<file path="src/rtl/mem_arb_pkg.sv">
// Shared types for the memory port arbiter: FSM states and port-owner encoding.
package mem_arb_pkg;

  typedef enum logic [1:0] {
    IDLE,
    SERV_IF,
    SERV_D,
    ABORT
  } arb_state_t;

  typedef enum logic {
    OWN_IF,
    OWN_D
  } owner_t;

endpackage

</file>
<file path="src/rtl/mem_arb_watchdog.sv">
// Service watchdog: counts busy cycles while an access is in service and flags expiry
// on the TIMEOUT-th busy edge. Only instantiated when MEM_TIMEOUT_EN is defined.
module mem_arb_watchdog #(
  parameter int TIMEOUT = 15
) (
  input  logic clock,
  input  logic reset,
  input  logic active,
  input  logic busy,
  output logic expired
);

  localparam int CW = $clog2(TIMEOUT + 1);

  logic [CW-1:0] count;

  always_ff @(posedge clock or posedge reset) begin
    if (reset) begin
      count <= '0;
    end else if (!active) begin
      count <= '0;
    end else if (busy && (count != CW'(TIMEOUT))) begin
      count <= count + CW'(1);
    end
  end

  assign expired = active && busy && (count == CW'(TIMEOUT - 1));

endmodule

</file>
<file path="src/rtl/mem_port_arbiter.sv">
// Arbitrates the single memory port between instruction fetch and data access.
// Optional busy timeout with sticky err is enabled by defining MEM_TIMEOUT_EN.
module mem_port_arbiter
  import mem_arb_pkg::*;
#(
  parameter int NBITS   = 8,
  parameter int TIMEOUT = 15
) (
  input  logic             clock,
  input  logic             reset,
  input  logic             if_req,
  input  logic [NBITS-1:0] if_addr,
  output logic             if_done,
  output logic [NBITS-1:0] if_rdata,
  input  logic             d_req,
  input  logic             d_we,
  input  logic [NBITS-1:0] d_addr,
  input  logic [NBITS-1:0] d_wdata,
  output logic             d_done,
  output logic [NBITS-1:0] d_rdata,
  output logic [NBITS-1:0] mem_addr,
  output logic [NBITS-1:0] mem_wdata,
  output logic             MemRead,
  output logic             MemWrite,
  input  logic             busy,
  input  logic [NBITS-1:0] mem_rdata,
  output logic             stall,
  output logic             err
);

  arb_state_t       state, state_nxt;
  owner_t           last_owner, last_owner_nxt;
  logic [NBITS-1:0] mem_addr_nxt, mem_wdata_nxt, if_rdata_nxt, d_rdata_nxt;
  logic             mem_read_nxt, mem_write_nxt, if_done_nxt, d_done_nxt;

`ifdef MEM_TIMEOUT_EN
  logic expired;
  logic err_nxt;

  mem_arb_watchdog #(.TIMEOUT(TIMEOUT)) u_watchdog (
    .clock   (clock),
    .reset   (reset),
    .active  ((state == SERV_IF) || (state == SERV_D)),
    .busy    (busy),
    .expired (expired)
  );
`else
  // TIMEOUT only matters with the watchdog; keep it referenced so the default build is lint-clean.
  logic unused_timeout;
  assign unused_timeout = ^TIMEOUT;
  assign err = 1'b0;
`endif

  assign stall = (if_req | d_req) & ~(if_done | d_done);

  always_comb begin
    state_nxt      = state;
    last_owner_nxt = last_owner;
    mem_addr_nxt   = mem_addr;
    mem_wdata_nxt  = mem_wdata;
    mem_read_nxt   = MemRead;
    mem_write_nxt  = MemWrite;
    if_done_nxt    = 1'b0;
    d_done_nxt     = 1'b0;
    if_rdata_nxt   = if_rdata;
    d_rdata_nxt    = d_rdata;
`ifdef MEM_TIMEOUT_EN
    err_nxt        = err;
`endif
    case (state)
      IDLE: begin
        mem_read_nxt  = 1'b0;
        mem_write_nxt = 1'b0;
        // D has priority unless it owned the port last time, so neither side starves.
        if (d_req && (!if_req || (last_owner == OWN_IF))) begin
          state_nxt     = SERV_D;
          mem_addr_nxt  = d_addr;
          mem_wdata_nxt = d_wdata;
          mem_read_nxt  = ~d_we;
          mem_write_nxt = d_we;
        end else if (if_req) begin
          state_nxt     = SERV_IF;
          mem_addr_nxt  = if_addr;
          mem_wdata_nxt = '0;
          mem_read_nxt  = 1'b1;
        end
      end
      SERV_IF: begin
        if (!busy) begin
          state_nxt      = IDLE;
          last_owner_nxt = OWN_IF;
          if_done_nxt    = 1'b1;
          if_rdata_nxt   = mem_rdata;
          mem_addr_nxt   = '0;
          mem_wdata_nxt  = '0;
          mem_read_nxt   = 1'b0;
          mem_write_nxt  = 1'b0;
        end
`ifdef MEM_TIMEOUT_EN
        else if (expired) begin
          state_nxt      = ABORT;
          last_owner_nxt = OWN_IF;
          if_done_nxt    = 1'b1;
          if_rdata_nxt   = '0;
          err_nxt        = 1'b1;
          mem_addr_nxt   = '0;
          mem_wdata_nxt  = '0;
          mem_read_nxt   = 1'b0;
          mem_write_nxt  = 1'b0;
        end
`endif
      end
      SERV_D: begin
        if (!busy) begin
          state_nxt      = IDLE;
          last_owner_nxt = OWN_D;
          d_done_nxt     = 1'b1;
          if (!MemWrite) begin
            d_rdata_nxt = mem_rdata;
          end
          mem_addr_nxt   = '0;
          mem_wdata_nxt  = '0;
          mem_read_nxt   = 1'b0;
          mem_write_nxt  = 1'b0;
        end
`ifdef MEM_TIMEOUT_EN
        else if (expired) begin
          state_nxt      = ABORT;
          last_owner_nxt = OWN_D;
          d_done_nxt     = 1'b1;
          d_rdata_nxt    = '0;
          err_nxt        = 1'b1;
          mem_addr_nxt   = '0;
          mem_wdata_nxt  = '0;
          mem_read_nxt   = 1'b0;
          mem_write_nxt  = 1'b0;
        end
`endif
      end
      default: begin
        state_nxt     = IDLE;
        mem_read_nxt  = 1'b0;
        mem_write_nxt = 1'b0;
      end
    endcase
  end

  always_ff @(posedge clock or posedge reset) begin
    if (reset) begin
      state      <= IDLE;
      last_owner <= OWN_IF;
      mem_addr   <= '0;
      mem_wdata  <= '0;
      MemRead    <= 1'b0;
      MemWrite   <= 1'b0;
      if_done    <= 1'b0;
      d_done     <= 1'b0;
      if_rdata   <= '0;
      d_rdata    <= '0;
`ifdef MEM_TIMEOUT_EN
      err        <= 1'b0;
`endif
    end else begin
      state      <= state_nxt;
      last_owner <= last_owner_nxt;
      mem_addr   <= mem_addr_nxt;
      mem_wdata  <= mem_wdata_nxt;
      MemRead    <= mem_read_nxt;
      MemWrite   <= mem_write_nxt;
      if_done    <= if_done_nxt;
      d_done     <= d_done_nxt;
      if_rdata   <= if_rdata_nxt;
      d_rdata    <= d_rdata_nxt;
`ifdef MEM_TIMEOUT_EN
      err        <= err_nxt;
`endif
    end
  end

endmodule

</file>
<file path="config.mk">
export PLATFORM = sky130hd
export DESIGN_NAME = mem_port_arbiter
export DESIGN_NICKNAME = d
export VERILOG_FILES = /design/src/rtl/mem_arb_pkg.sv /design/src/rtl/mem_arb_watchdog.sv /design/src/rtl/mem_port_arbiter.sv
export SDC_FILE = /design/constraint.sdc
export NUM_CORES = 1
export LEC_CHECK = 0
export ABC_CLOCK_PERIOD_IN_PS = 1900
export BUFFER_PORTS_ARGS = -buffer_cell sky130_fd_sc_hd__clkbuf_2
export CAP_MARGIN = 20
export CELL_PAD_IN_SITES_DETAIL_PLACEMENT = 0
export CELL_PAD_IN_SITES_GLOBAL_PLACEMENT = 1
export CORE_ASPECT_RATIO = 0.5
export CORE_MARGIN = 3
export CORE_UTILIZATION = 29
export DETAILED_ROUTE_END_ITERATION = 12
export PLACE_DENSITY = 0.66
export SYNTH_ARGS = -nofsm -noshare
export SYNTH_HDL_FRONTEND = slang
export SYNTH_SLANG_ARGS = --single-unit
export TNS_END_PERCENT = 100
</file>
<file path="constraint.sdc">
create_clock -name clock -period 1.9 [get_ports clock]
set_input_delay 0.095 -clock clock [delete_from_list [all_inputs] [get_ports clock]]
set_output_delay 0.095 -clock clock [all_outputs]
set_load 0.02 [all_outputs]
</file>
==> results.tsv <==
metric	value	unit
yosysUniqueCellTypes	29	
total_power	4050	uW
grt_pass1_wl	6500	um
clock-root-buffer	clkbuf_16	
grt_max_degree	35	
skew	0.00456	ns
period_share	90.7	%
cp.required	2.11	ns
ys_seq_area_share	57.3	%
synth-seq-cells	39	
synth_warnings	0	
fillers	540	
holdPathEnd	mem_wdata[2]$_DFFE_PP0P_	
gp_congestion	0.681	
gr-total-overflow	0	
post_cts_buffers	0	
grt_util_met1	14.7	%
min_period	1.72	ns
rr_endpoint	mem_wdata[3]$_DFFE_PP0P_	
synthCells	118	
hold_ws	0.0376	ns
dieHeight	60.2	um
rr_startpoint	state[1]$_DFFE_PP0P_	
cp_num_buf_inv	2	
worstMarginPinSlew	0.529	ns
endpoint_kind	flop	
drive_above_1_share	51.5	%
max-slew-margin-rel	64.6	%
core	5590	um2
htreeDepth	2	
path_delay_family	simple AND/OR/NAND/NOR gates	
startpoint	state[1]$_DFFE_PP0P_	
ant_nets	0	
cts_made_buffers	5	
clk_latency	0.28	ns
port_buffers	74	
cp_slowest_cell	nor3b_2	
grt_pass1_vias	1379	
fin_area	2320	um2
rrSetupSlack	0.18	ns
via_per_inst	4.54	
cp.arrival	1.94	ns
tns	0	ns
syn_nets	161	
hold_violations	0	
synth_top_area_cell	dfrtp_1	
grt_antenna_before_repair	0	
drt_iter0_markers	69	
rsz0062_at_grt	false	
syn_to_final_growth	36.2	%
cts_num_sinks	39	
die_area	6880	um2
cp_max_fo	8	
place_area	2170	um2
path_class	reg2reg	
syn-cell-area	1700	um2
status	finished clean	
ff2ff_path_depth	5	
ios	76	
drc	0	
grt_busiest_layer	met2	
setup_violations	0	
nets	244	
whs_path_depth	2	
fmax	580	MHz
power.leakage	0.00119	uW
start_util	30.5	%
n_antenna_cell	0	
dr.pass1.iters	4	
crit_path_start_kind	flop	
rows	19	
synth_area_leaders	dfrtp_1 (57%), mux2_4 (7.1%), mux2i_1 (5.3%)	
powerDensity	1740	nW/um2
path_clk_slew	0.06	ns
dp_slack	0.199	ns
grt_use_met2	21.3	%
slowest_delay	0.48	ns
path_cells	inv_1, ha_1, buf_4, nor3b_2, a22o_1	
cts_buffer_depth	2	
finalWirelength	3850	um
vdd_ir_drop_max	0.000835	V
slew_viol_final	0	
wl_per_cell	14.0	um
vias	1249	
grt_util_met3	4.35	%
drv_cap	0	
die_w	114	um
cts_tree	yes	
grt.total_usage	12.4	%
min_from	d_wdata[2]	
avgSynthCellArea	14.4	um2
fin_ws	0.176	ns
yosysTopAreaCellShare	57.3	%
hpwlAfterDp	2970	um
hold_class	in2reg	
[where the power goes]
group	internal, uW	total [uW]	switching [uW]
combinational	779	1820	1040
clock	485	797	312
sequential	1200	1430	221
[registers in the layout, summed over array words and instances, names as in the netlist]
signal      flops
MemRead         1
mem_wdata       8
d_rdata         8
state           2
d_done          1
MemWrite        1
last_owner      1
if_done         1
mem_addr        8
if_rdata        8
[worst max path at each step]
stage / end / slack, ns / cells after the start
after global routing: mem_wdata[1]$_DFFE_PP0P_ / 0.05 / 5
after floorplan: mem_wdata[0]$_DFFE_PP0P_ / 0.13 / 6
final: mem_wdata[3]$_DFFE_PP0P_ / 0.18 / 5
after global placement: mem_wdata[2]$_DFFE_PP0P_ / 0.26 / 4
after CTS: mem_wdata[3]$_DFFE_PP0P_ / 0.18 / 5
after detailed placement: mem_wdata[1]$_DFFE_PP0P_ / 0.20 / 4
[metrics by stage]
stage               cells  utilization (%)
detailed placement    266             38.9
floorplan             118                -
global placement      266             38.9
CTS                   275             41.5
finish                275             41.5
global route          275             41.5
[final cells by class]
type / instances / area, um2 / area share [%]
Clock inverter: 1 / 5.00 / 0.216
Multi-Input combinational cell: 69 / 667 / 28.7
Timing Repair Buffer: 82 / 433 / 18.7
Inverter: 4 / 15.0 / 0.647
Sequential cell: 39 / 976 / 42.1
Clock buffer: 7 / 133 / 5.72
Tap cell: 73 / 91.3 / 3.94
[cells in the mapped netlist (all sizes together)]
master and number:
nor3b 2, dfrtp 39, nand3 1, o21ai 2
nor3 2, nor2 3, a211o 1, ha 5
a21o 1, nor2b 1, a21oi 1, mux2i 9
a32o 2, clkbuf 1, inv 4, nand2 2
mux2 16, o2bb2ai 8, a221o 1, a22o 9
a21boi 1, conb 1, a21bo 1, buf 5
[cells in the final DEF (no fill, tap or decap), types with 3 or more instances in the layout]
| master | synthesis | final |
|---|---|---|
| a22o_1 | 9 | 9 |
| buf_4 | 1 | 7 |
| clkbuf_16 | 0 | 5 |
| clkbuf_2 | 1 | 74 |
| dfrtp_1 | 39 | 39 |
| ha_1 | 5 | 5 |
| inv_1 | 4 | 4 |
| mux2_1 | 3 | 3 |
| mux2_2 | 5 | 5 |
| mux2_4 | 8 | 8 |
| mux2i_1 | 9 | 9 |
| nor2_1 | 3 | 3 |
| o2bb2ai_1 | 8 | 8 |
[what timing repair did]
action / in CTS / in global routing
hold buffers: 1 / 0
resized for setup: 0 / 0
endpoints found under the hold margin: 5 / 0
[cells by family after synthesis]
logic type                 synth area share, %
other                                    0.220
adders and majority gates                 3.67
buffers and inverters                     3.53
AOI/OAI and AO/OA                         13.4
DFF                                       57.3
and+or+nand+nor                           4.19
muxes                                     17.6
[per-layer routing]
layer / vias to the layer above / routed length, um
met5: - / 0
met4: 0 / 27
met3: 2 / 246
met2: 38 / 1870
met1: 615 / 1700
li1: 594 / -
No activity file was read; power rests on OpenSTA's default activity.
